File: src/rtl/french_collision_ctrl.sv
// Purpose : per-frame frog/French-enemy bounding-box collision test with lives, invulnerability and game-over.
// Latency : startOfFrame in cycle k -> eval in k+2 -> hit/frog_reset/lives/state visible in k+3.
// Backpr. : none; a new startOfFrame overwrites in-flight coordinates, restart flushes the pipeline.
module french_collision_ctrl #(
  parameter int FRENCH_W      = 32,
  parameter int FRENCH_H      = 32,
  parameter int FROG_W        = 32,
  parameter int FROG_H        = 32,
  parameter int LIVES         = 3,
  parameter int INVULN_FRAMES = 60
) (
  input  logic        CLK,
  input  logic        RESETn,
  input  logic        startOfFrame,
  input  logic [10:0] frenchX,
  input  logic [10:0] frenchY,
  input  logic [10:0] frogX,
  input  logic [10:0] frogY,
  input  logic        restart,
  output logic        hit,
  output logic        frog_reset,
  output logic [2:0]  lives,
  output logic        invulnerable,
  output logic        game_over
);

  typedef enum logic [1:0] {
    ST_ARMED     = 2'd0,
    ST_INVULN    = 2'd1,
    ST_GAME_OVER = 2'd2
  } state_t;

  // Box extents minus one, widened so coordinate + extent never wraps.
  localparam logic [11:0] FRENCH_W_M1 = 12'(FRENCH_W - 1);
  localparam logic [11:0] FRENCH_H_M1 = 12'(FRENCH_H - 1);
  localparam logic [11:0] FROG_W_M1   = 12'(FROG_W - 1);
  localparam logic [11:0] FROG_H_M1   = 12'(FROG_H - 1);
  localparam logic [2:0]  LIVES_INIT  = 3'(LIVES);
  localparam logic [7:0]  INV_INIT    = 8'(INVULN_FRAMES);

  // S0 latches
  logic [10:0] french_x_q, french_x_d;
  logic [10:0] french_y_q, french_y_d;
  logic [10:0] frog_x_q, frog_x_d;
  logic [10:0] frog_y_q, frog_y_d;
  logic        eval_pending_q, eval_pending_d;

  // S1 result
  logic        overlap_q, overlap_d;
  logic        eval_valid_q, eval_valid_d;
  logic        overlap_now;

  // S2 state
  state_t      state_q, state_d;
  logic [2:0]  lives_q, lives_d;
  logic [7:0]  inv_cnt_q, inv_cnt_d;
  logic        hit_q, hit_d;
  logic        frog_reset_q;
  logic        invulnerable_q;
  logic        game_over_q;

  // S0: capture coordinates on every frame strobe; restart cancels the pending evaluation.
  always_comb begin
    french_x_d     = french_x_q;
    french_y_d     = french_y_q;
    frog_x_d       = frog_x_q;
    frog_y_d       = frog_y_q;
    eval_pending_d = startOfFrame && !restart;
    if (startOfFrame) begin
      french_x_d = frenchX;
      french_y_d = frenchY;
      frog_x_d   = frogX;
      frog_y_d   = frogY;
    end
  end

  // S1: inclusive AABB overlap on 12-bit zero-extended coordinates (shared edge pixels collide).
  always_comb begin
    logic [11:0] fx, fy, gx, gy;
    fx = {1'b0, french_x_q};
    fy = {1'b0, french_y_q};
    gx = {1'b0, frog_x_q};
    gy = {1'b0, frog_y_q};
    overlap_now = (fx <= gx + FROG_W_M1)   &&
                  (gx <= fx + FRENCH_W_M1) &&
                  (fy <= gy + FROG_H_M1)   &&
                  (gy <= fy + FRENCH_H_M1);
  end

  // S1: register the overlap result alongside a one-cycle valid strobe.
  always_comb begin
    overlap_d    = eval_pending_q ? overlap_now : overlap_q;
    eval_valid_d = eval_pending_q && !restart;
  end

  // S2: life/invulnerability state machine; restart outranks any same-cycle evaluation.
  always_comb begin
    state_d   = state_q;
    lives_d   = lives_q;
    inv_cnt_d = inv_cnt_q;
    hit_d     = 1'b0;
    if (restart) begin
      state_d   = ST_ARMED;
      lives_d   = LIVES_INIT;
      inv_cnt_d = 8'd0;
    end else if (eval_valid_q) begin
      case (state_q)
        ST_ARMED: begin
          if (overlap_q) begin
            hit_d = 1'b1;
            if (lives_q <= 3'd1) begin
              lives_d = 3'd0;
              state_d = ST_GAME_OVER;
            end else begin
              lives_d = lives_q - 3'd1;
              if (INV_INIT != 8'd0) begin
                state_d   = ST_INVULN;
                inv_cnt_d = INV_INIT;
              end
            end
          end
        end
        ST_INVULN: begin
          // Overlaps are ignored; each evaluated frame burns one frame of protection.
          if (inv_cnt_q <= 8'd1) begin
            inv_cnt_d = 8'd0;
            state_d   = ST_ARMED;
          end else begin
            inv_cnt_d = inv_cnt_q - 8'd1;
          end
        end
        ST_GAME_OVER: begin
          lives_d = 3'd0;
        end
        default: begin
          state_d = ST_ARMED;
        end
      endcase
    end
  end

  // Pipeline registers and FSM state with registered output decodes.
  always_ff @(posedge CLK or negedge RESETn) begin
    if (!RESETn) begin
      french_x_q     <= 11'd0;
      french_y_q     <= 11'd0;
      frog_x_q       <= 11'd0;
      frog_y_q       <= 11'd0;
      eval_pending_q <= 1'b0;
      overlap_q      <= 1'b0;
      eval_valid_q   <= 1'b0;
      state_q        <= ST_ARMED;
      lives_q        <= LIVES_INIT;
      inv_cnt_q      <= 8'd0;
      hit_q          <= 1'b0;
      frog_reset_q   <= 1'b0;
      invulnerable_q <= 1'b0;
      game_over_q    <= 1'b0;
    end else begin
      french_x_q     <= french_x_d;
      french_y_q     <= french_y_d;
      frog_x_q       <= frog_x_d;
      frog_y_q       <= frog_y_d;
      eval_pending_q <= eval_pending_d;
      overlap_q      <= overlap_d;
      eval_valid_q   <= eval_valid_d;
      state_q        <= state_d;
      lives_q        <= lives_d;
      inv_cnt_q      <= inv_cnt_d;
      hit_q          <= hit_d;
      frog_reset_q   <= hit_d;
      invulnerable_q <= (state_d == ST_INVULN);
      game_over_q    <= (state_d == ST_GAME_OVER);
    end
  end

  assign hit          = hit_q;
  assign frog_reset   = frog_reset_q;
  assign lives        = lives_q;
  assign invulnerable = invulnerable_q;
  assign game_over    = game_over_q;

endmodule

File: config.mk
export PLATFORM = sky130hd
export DESIGN_NAME = french_collision_ctrl
export DESIGN_NICKNAME = d
export VERILOG_FILES = /design/src/rtl/french_collision_ctrl.sv
export SDC_FILE = /design/constraint.sdc
export NUM_CORES = 1
export LEC_CHECK = 0
export ABC_AREA = 1
export BUFFER_PORTS_ARGS = -buffer_cell sky130_fd_sc_hd__buf_2
export CORE_MARGIN = 2
export CORE_UTILIZATION = 30
export CTS_CLUSTER_DIAMETER = 60
export DETAILED_ROUTE_END_ITERATION = 8
export SYNTH_ARGS = -nofsm -noshare
export SYNTH_HDL_FRONTEND = slang
export SYNTH_SLANG_ARGS = --single-unit
export TNS_END_PERCENT = 50
File: constraint.sdc
create_clock -name CLK -period 2.8 [get_ports CLK]
set_input_delay 0.56 -clock CLK [delete_from_list [all_inputs] [get_ports CLK]]
set_output_delay 0.56 -clock CLK [all_outputs]
set_load 0.01 [all_outputs]
==> impl_metrics.json, run 1 <==
{
  "tightest_slew_ns": 0.8317,
  "wl_um": 9764,
  "rsz0062_at_grt": "no",
  "top_usage_layer": "met2",
  "fp.dieArea_um2": 15980,
  "grt_usage_pct": 13.29,
  "antenna_found_initial": 0,
  "met1_usage_pct": 17.41,
  "yosysSeqAreaShare_pct": 35.12,
  "clock_skew_ns": 0.005315,
  "cts_tree": "yes",
  "viasPerCell": 4.433,
  "clockRootBuffer": "clkbuf_16",
  "layout_commonest_cell": "nand2_1",
  "syn_nets": 682,
  "chipWidth_um": 126.4,
  "hp-class": "input port to asynchronous set/reset pin",
  "max_slew_margin_pct": 44.55,
  "max_stage_delay_ns": 0.38,
  "syn_inst": 584,
  "place_hpwl_um": 7512,
  "maxCapViolations": 0,
  "grt_first_pass_wirelength_um": 17050,
  "max-vdd-ir-drop_v": 0.0003194,
  "slowest_stage": "dfrtp_1",
  "fin_ws_ns": 0.2466,
  "hold_viol": 0,
  "crit_path_max_fanout": 3,
  "start_kind": "flop",
  "num_rows": 44,
  "final_cell_mix": "165 x nand2_1, 74 x inv_1, 61 x dfrtp_1",
  "clockBufferDepth": 2,
  "nNetsFinal": 740,
  "synth.area.top_cells": "dfrtp_1 34%, ha_1 14%, nand2_1 14%, inv_1 6.3%, xor2_1 6.2%",
  "endpoint_kind": "flop",
  "synth.distinct_cells": 39,
  "clock-sinks": 63,
  "dr.first_iter.drc_count": 170,
  "numPortBuffers": 54,
  "fin_crit_ns": 2.553,
  "htree_levels": 3,
  "yosysWarnings": 0,
  "clock.fmax_mhz": 391.6,
  "ant_nets": 0,
  "area_growth_pct": 17.87,
  "core-area_um2": 14590,
  "syn_area_per_cell_um2": 7.698,
  "final_min_period_over_clock_period_pct": 91.19,
  "total_power_w": 0.002884,
  "worstSetupStartpoint": "french_x_q[1]",
  "synth_area_um2": 4496,
  "p_per_area_nw_per_um2": 544.3,
  "cts_buffers": 9,
  "timing.hold.ws_ns": 0.4119,
  "crit_family": "simple AND/OR/NAND/NOR gates",
  "num_antenna_cells": 0,
  "grt_start_max_net_pins": 64,
  "start_util_pct": 30.81,
  "criticalPathCategory": "flop to flop",
  "cpMostUsedCell": "nand2_1",
  "grtUsageMet2_pct": 20.60,
  "grt_pass1_vias": 3711,
  "outcome": "complete, no violations",
  "drive_gt1_share_pct": 17.36,
  "remaining_drc_errors": 0,
  "wl_per_cell_um": 11.78,
  "die_h_um": 126.4,
  "clk_pin_slew_ns": 0.05,
  "firstDrtPassIters": 4,
  "num_vias": 3675,
  "yosysTopAreaCellShare_pct": 33.95,
  "yosysTopAreaCell": "dfrtp_1",
  "fin_tns_setup_ns": 0,
  "gp_congestion": 0.8069,
  "place_ws_ns": 0.2004,
  "slew_viol_final": 0,
  "finalSetupViolCount": 0,
  "clk_latency_ns": 0.33,
  "crit_buf_inv": 2,
  "synth_seq_cells": 63,
  "p_leak_nw": 2.748,
  "r2r-start": "french_x_q[1]",
  "worstPathCellList": "inv_1 > ha_2 > nand2_1 > nor2_1 > nand2_1 > nand4_1 > nor3_2 > xor2_1 > inv_1 > ha_1 > and3_1 > nand2_1 > nor2_2 > nand3_1 > a21oi_2 > nor2_1 > nand3_1 > nand2_1",
  "cts_hold_buf": 0,
  "cp.required_ns": 3.02,
  "gr-total-overflow": 0,
  "worstPathArrival_ns": 2.78,
  "top_level_ports": 55,
  "met3_usage_pct": 4.808
}
==> synthesized netlist by cell type (all sizes together) <==
library cell / instances
o31ai: 1
nor3: 14
nand4: 6
nor4: 2
o21a: 1
nand3b: 1
xnor2: 4
dfstp: 2
a211oi: 1
a21o: 1
o2111ai: 1
o22ai: 4
dfrtp: 61
clkbuf: 9
nand3: 17
a21oi: 28
nor2: 48
buf: 3
xor2: 32
and2: 1
nand2: 169
and3: 1
ha: 50
o21ai: 46
inv: 81
==> report_power, final <==
| group | total, W | switching (W) | internal, W | leakage, nW |
|---|---|---|---|---|
| clock | 0.00107 | 0.000386 | 0.000686 | 0.141 |
| sequential | 0.00107 | 0.0000819 | 0.000990 | 0.790 |
| combinational | 0.000740 | 0.000439 | 0.000301 | 1.82 |
==> path summary, 6_finish.rpt <==
path	cells past startpoint	end	slack, ns
setup reg to reg	18	overlap_q	0.25
max in group asynchronous	2	frog_x_q[1]	1.84
min in group CLK	3	frog_y_q[3]	0.43
hold reg to reg	2	eval_valid_q	0.53
hold / removal	2	frog_reset	0.41
setup / recovery	18	overlap_q	0.25
==> sequential cells by signal, summed over array words and instances (netlist names), 2 cells and up <==
register and count:
frog_y_q 11, french_y_q 11, french_x_q 11, lives 3, frog_x_q 11, inv_cnt_q 8, state_q 2
==> per-stage QoR <==
stage / utilization (%) / cell area, um2 / std cells
floorplan: - / 4496 / 584
global placement: 34.08 / 4972 / 812
detailed placement: 34.08 / 4972 / 812
CTS: 36.03 / 5256 / 826
global route: 36.32 / 5299 / 829
finish: 36.32 / 5299 / 829
==> area by class of cell <==
type	count	area, um2
fillers	1519	9290
repair buffers	59	320.3
well taps	184	230.2
clock buffers	14	284.0
multi-input cells	428	2581
flip-flops and latches	63	1579
inverters	81	304.0
==> kinds of logic after synthesis <==
group	synth area share (%)
buffers and inverters	7.904
DFF	35.12
AOI/OAI and AO/OA	10.88
adders and majority gates	13.92
xor gates and xnor gates	7.014
and+or+nand+nor	25.16
==> per-layer routing <==
layer  part of all wire [%]  wire length [um]  vias up
met2                     43              4222       52
li1                       -                 -     1979
met1                     51              4945     1635
met4                    1.4               136        0
met5                      0                 0        -
met3                    4.7               460        9
==> repair_timing <==
action,4_1_cts,5_1_grt
endpoints found under the setup margin,0,1
resized for setup,0,9
buffers inserted,0,3
No activity file was read; power rests on OpenSTA's default activity.
==> run 2, diff against run 1 <==
Settings changed: ABC_AREA 1 to not set.
==> run 2 against run 1 <==
Sequential cell count stayed put. Worst setup slack worse by 0.18 ns. Critical endpoint unchanged. Total power is 1.7% higher. Fmax is 6.5% lower. Non-clock buffer count is 16 higher. Sequential power hardly changed. Register-to-register slack worse by 0.18 ns. Routed wire length is 2.0% higher. Count of clock-buffer cells in the layout is 1 higher. First-iteration DRC count is 41% lower.
==> impl_metrics.json, run 2 <==
{
  "outcome": "complete, no violations",
  "synth_ff_type": "dfrtp_1",
  "wl_um": 9962,
  "num_vias": 3440,
  "dr.first_iter.drc_count": 101,
  "syn_nets": 517,
  "nNetsFinal": 595,
  "clock.fmax_mhz": 366.0,
  "final_cell_mix": "60 x dfrtp_1, 54 x buf_2, 45 x ha_1",
  "total_power_w": 0.002933,
  "grt_start_max_net_pins": 56,
  "htree_levels": 3,
  "yosysTopAreaCell": "dfrtp_1",
  "gr-total-overflow": 0,
  "clock-sinks": 63,
  "gp_congestion": 0.8653,
  "yosysSeqAreaShare_pct": 37.27,
  "synth_seq_cells": 63,
  "cts_tree": "yes",
  "worstPathArrival_ns": 2.99,
  "area_growth_pct": 23.66,
  "async_reset_ff_share_pct": 100.0,
  "r2r_slack_ns": 0.07,
  "die_h_um": 122.8,
  "syn_inst": 419,
  "antenna_found_initial": 0,
  "p_per_area_nw_per_um2": 559.9,
  "clk_pin_slew_ns": 0.05,
  "fin_util_pct": 37.89,
  "synth.area.top_cells": "dfrtp_1 36%, ha_1 15%, mux2_2 9.0%, xor2_1 3.7%, xnor2_1 2.9%",
  "viasPerCell": 5.044,
  "synth_edf_count": 0,
  "fin_tns_setup_ns": 0,
  "layout_commonest_cell": "dfrtp_1",
  "rr_worst_depth": 10,
  "multi_input_area_um2": 2653,
  "crit_path_max_fanout": 4,
  "cp.required_ns": 3.06,
  "finalSetupViolCount": 0,
  "hold_viol": 0,
  "synthMostInstantiatedCell": "dfrtp_1",
  "grt_first_pass_wirelength_um": 16670,
  "num_antenna_cells": 0,
  "core-area_um2": 13830,
  "maxCapViolations": 0,
  "max-vdd-ir-drop_v": 0.0002182,
  "clk_latency_ns": 0.34,
  "r2r_end": "overlap_q",
  "yosysTopAreaCellShare_pct": 36.03,
  "regArea_um2": 1580,
  "cts_hold_buf": 0,
  "r2r-start": "french_x_q[3]",
  "slew_viol_final": 0,
  "top_level_ports": 55,
  "start_kind": "flop",
  "drive_gt1_share_pct": 31.67,
  "start_util_pct": 30.64,
  "firstDrtPassIters": 4,
  "synthTopCellsByCount": "61 x dfrtp_1, 50 x ha_1, 34 x mux2_2",
  "place_ws_ns": -0.07402,
  "synth_area_um2": 4237,
  "max_slew_margin_pct": 57.74,
  "cts_buffers": 9,
  "fin_ws_ns": 0.06797,
  "yosysWarnings": 0,
  "final_min_period_over_clock_period_pct": 97.57,
  "nFillCells": 1401,
  "rsz0062_at_grt": "yes",
  "clock_skew_ns": 0.004870,
  "clockRootBuffer": "clkbuf_16",
  "slowest_stage": "or4_4",
  "crit_buf_inv": 0,
  "endpoint_kind": "flop",
  "remaining_drc_errors": 0,
  "worstPathCellList": "or4_4 > o21a_1 > nand2_1 > xor2_1 > ha_1 > nand4_1 > a211oi_2 > o41a_1 > a311o_1 > o22ai_1",
  "fin_crit_ns": 2.732,
  "tightest_slew_ns": 0.6339,
  "grt_usage_pct": 14.40,
  "clockBufferDepth": 2,
  "place_hpwl_um": 7651,
  "grt_pass1_vias": 3529,
  "p_leak_nw": 2.360,
  "timing.hold.ws_ns": 0.2417,
  "ant_nets": 0,
  "num_rows": 43,
  "fp.dieArea_um2": 15090,
  "crit_family": "compound AO/OA/AOI/OAI gates",
  "numPortBuffers": 54,
  "criticalPathCategory": "flop to flop",
  "hp-class": "input port to asynchronous set/reset pin",
  "synth.distinct_cells": 55,
  "syn_area_per_cell_um2": 10.11,
  "max_stage_delay_ns": 0.53,
  "wl_per_cell_um": 14.61,
  "chipWidth_um": 122.8
}
-- run 2: logic make-up after synthesis --
family                   synth area share (%)
AO/OA/AOI/OAI                           14.38
AND/OR/NAND/NOR                         15.45
buffers and inverters                   2.481
XOR/XNOR                                6.616
adder cells (fa/ha/maj)                 14.77
multiplexers                            9.037
flip-flops                              37.27
-- run 2: per-layer routing --
layer	part of all wire, %	global-route usage, %	up-vias
li1	-	-	1697
met1	45	17.47	1674
met2	48	23.52	54
met3	4.4	4.461	15
met4	2.4	6.178	0
met5	0	0	-
-- run 2: what timing repair did --
item / CTS / global route
hold endpoints to repair: 0 / 0
pin swaps: 3 / 8
endpoints found under the setup margin: 1 / 1
buffers inserted: 1 / 3
gates resized for setup: 5 / 18
-- run 2: where the power goes --
part | internal [W] | switching, W
Clock | 0.000647 | 0.000396
Combinational | 0.000405 | 0.000399
Sequential | 0.000986 | 0.000101
-- run 2: layout make-up --
type	instances	share of cell area, %
multi-input cells	330	50.63
flip-flops and latches	63	30.16
repair buffers	75	8.407
clock buffers	15	5.111
well taps	180	4.299
inverters	18	1.290
clock inverters	1	0.09553
-- run 2: worst max-delay path by stage --
stage,startpoint,end,slack [ns],depth (start not counted)
final,french_x_q[3],overlap_q,0.07,10
after global routing,frog_x_q[0],overlap_q,-0.04,14
after CTS,french_x_q[0],overlap_q,0.004,13
after detailed placement,frog_x_q[0],overlap_q,-0.07,14
after global placement,french_x_q[3],overlap_q,0.003,10
after floorplan,french_x_q[3],overlap_q,0.06,10
-- run 2: per-stage QoR --
stage	instances	instance area, um2
6_report	682	5239
5_1_grt	682	5239
4_1_cts	679	5142
3_5_place_dp	662	4850
3_3_place_gp	662	4850
2_1_floorplan	419	4252
==> run 3, diff against run 2 <==
Settings changed: CORE_UTILIZATION 30 to 59, PLACE_DENSITY set to 0.81, REMOVE_ABC_BUFFERS set to 1.
==> run 3 against run 2 <==
The run now ends with negative setup slack left. Cell count fell by 13%. Worst hold slack got worse by 0.038 ns. Clock power fell by 32%. Via count barely moved. Total power fell by 13%. Largest cell class unchanged. Clock skew rose by 0.0011 ns. Sequential share of layout area rose by 1.8 points.
==> impl_metrics.json, run 3 (same netlist as run 2, synthesis figures left out) <==
{
  "clockBufferDepth": 2,
  "maxCapViolations": 0,
  "clock.fmax_mhz": 351.1,
  "clockRootBuffer": "clkbuf_8",
  "htree_levels": 3,
  "grt_first_pass_wirelength_um": 15840,
  "rsz0062_at_grt": "yes",
  "remaining_drc_errors": 0,
  "fp.dieArea_um2": 7875,
  "outcome": "finished, violations left",
  "rr_worst_depth": 10,
  "firstDrtPassIters": 4,
  "antenna_found_initial": 0,
  "num_rows": 30,
  "regArea_um2": 1579,
  "num_vias": 3442,
  "core-area_um2": 6869,
  "final_cell_mix": "61 x dfrtp_1, 54 x buf_2, 49 x ha_1",
  "grt_usage_pct": 25.68,
  "cts_tree": "yes",
  "clock_skew_ns": 0.005932,
  "place_hpwl_um": 6984,
  "multi_input_area_um2": 2586,
  "r2r_slack_ns": -0.05,
  "wl_per_cell_um": 15.64,
  "max_stage_delay_ns": 0.53,
  "clk_pin_slew_ns": 0.07,
  "cts_hold_buf": 0,
  "cts_setup_buffers": 0,
  "crit_family": "compound AO/OA/AOI/OAI gates",
  "criticalPathCategory": "flop to flop",
  "drive_gt1_share_pct": 28.63,
  "r2r_end": "overlap_q",
  "ant_nets": 0,
  "worstPathArrival_ns": 3.10,
  "gp_congestion": 0.8894,
  "dr.first_iter.drc_count": 193,
  "stdcell_area_um2": 4940,
  "layout_commonest_cell": "dfrtp_1",
  "area_growth_pct": 16.60,
  "total_power_w": 0.002557,
  "fin_ws_ns": -0.04818,
  "chipWidth_um": 88.74,
  "hp-class": "input port to asynchronous set/reset pin",
  "r2r-start": "french_x_q[3]",
  "top_level_ports": 55,
  "p_per_area_nw_per_um2": 517.6,
  "crit_path_max_fanout": 2,
  "viasPerCell": 5.814,
  "clk_latency_ns": 0.34,
  "max_slew_margin_pct": 57.66,
  "dpl_cell_area_um2": 4727,
  "violations": "negative setup slack",
  "tightest_slew_ns": 0.6293,
  "start_util_pct": 61.68,
  "slew_viol_final": 0,
  "clock-sinks": 63,
  "grt_start_max_net_pins": 64,
  "cp.required_ns": 3.06,
  "cts_buffers": 9,
  "die_h_um": 88.74,
  "fin_crit_ns": 2.848,
  "num_antenna_cells": 0,
  "max-vdd-ir-drop_v": 0.0005331,
  "numPortBuffers": 54,
  "nNetsFinal": 589,
  "worstPathCellList": "or4_4 > o21a_1 > or2_2 > ha_4 > a21o_1 > nand3_1 > a21oi_1 > o41a_1 > a311o_1 > o22ai_1",
  "grt_pass1_vias": 3529,
  "gr-total-overflow": 0,
  "nFillCells": 519,
  "hold_viol": 0,
  "final_min_period_over_clock_period_pct": 101.7,
  "slowest_stage": "or4_4",
  "wl_um": 9261,
  "p_leak_nw": 2.304,
  "start_kind": "flop",
  "finalSetupViolCount": 1,
  "crit_buf_inv": 0,
  "endpoint_kind": "flop"
}
run 3: cell types whose count changed in the layout (fill, tap and decap cells not counted), moves of 3 or more:
cell | previous run | this run
ha_1 | 45 | 49
clkbuf_1 | 4 | 1
buf_4 | 20 | 12
inv_2 | 3 | 0
inv_1 | 15 | 18
clkbuf_8 | 2 | 11
clkbuf_16 | 9 | 0
clkinv_2 | 1 | 4
run 3: layout make-up:
| class | count | area share, % |
|---|---|---|
| clock buffers | 12 | 3.141 |
| clock inverters | 4 | 0.4053 |
| inverters | 18 | 1.368 |
| multi-input cells | 330 | 52.36 |
| flip-flops and latches | 63 | 31.97 |
| well taps | 96 | 2.432 |
| repair buffers | 69 | 8.333 |
run 3: power breakdown:
part           switching [W]  leakage, nW  internal, W
sequential         0.0000989        0.775     0.000984
clock               0.000343       0.0959     0.000363
combinational       0.000388         1.43     0.000380
run 3: metal layers:
metal	part of all wire (%)	track usage, %	vias to the layer above
li1	-	-	1673
met1	43	30.52	1676
met2	51	46.27	77
met3	4.0	5.037	16
met4	1.5	8.540	0
met5	0	0	-
run 3: repair_timing:
action	CTS	global route
endpoints found under the setup margin	1	1
pin swaps	9	1
gates resized for setup	5	2
endpoints found under the hold margin	0	0
run 3: how the worst max path moves through the flow:
stage,endpoint,slack (ns),depth (start not counted),start
4_1_cts,overlap_q,-0.03,11,french_x_q[3]
3_5_place_dp,overlap_q,-0.13,10,french_x_q[0]
5_1_grt,overlap_q,-0.17,11,french_x_q[3]
6_report,overlap_q,-0.05,10,french_x_q[3]
3_3_place_gp,overlap_q,-0.03,10,french_x_q[0]
2_1_floorplan,overlap_q,-0.02,10,french_x_q[3]
run 3: worst register-to-register path, cell delays in order (launching register included):
cell,delay (ns)
dfrtp_1,0.37
or4_4,0.53
o21a_1,0.21
or2_2,0.33
ha_4,0.23
a21o_1,0.15
nand3_1,0.08
a21oi_1,0.06
o41a_1,0.37
a311o_1,0.29
o22ai_1,0.13
run 3: metrics by stage:
stage               hold slack, ns  cells  worst slack (ns)   TNS, ns  utilization [%]
floorplan                   0.2644    411          -0.02203  -0.02203                -
global placement            0.4651    576          -0.03210  -0.03210            68.82
detailed placement          0.4871    576           -0.1303   -0.1303            68.82
CTS                         0.2297    592          -0.02624  -0.02624            71.77
global route                0.2483    592           -0.1734   -0.1734            71.91
finish                      0.2033    592          -0.04818  -0.04818            71.91
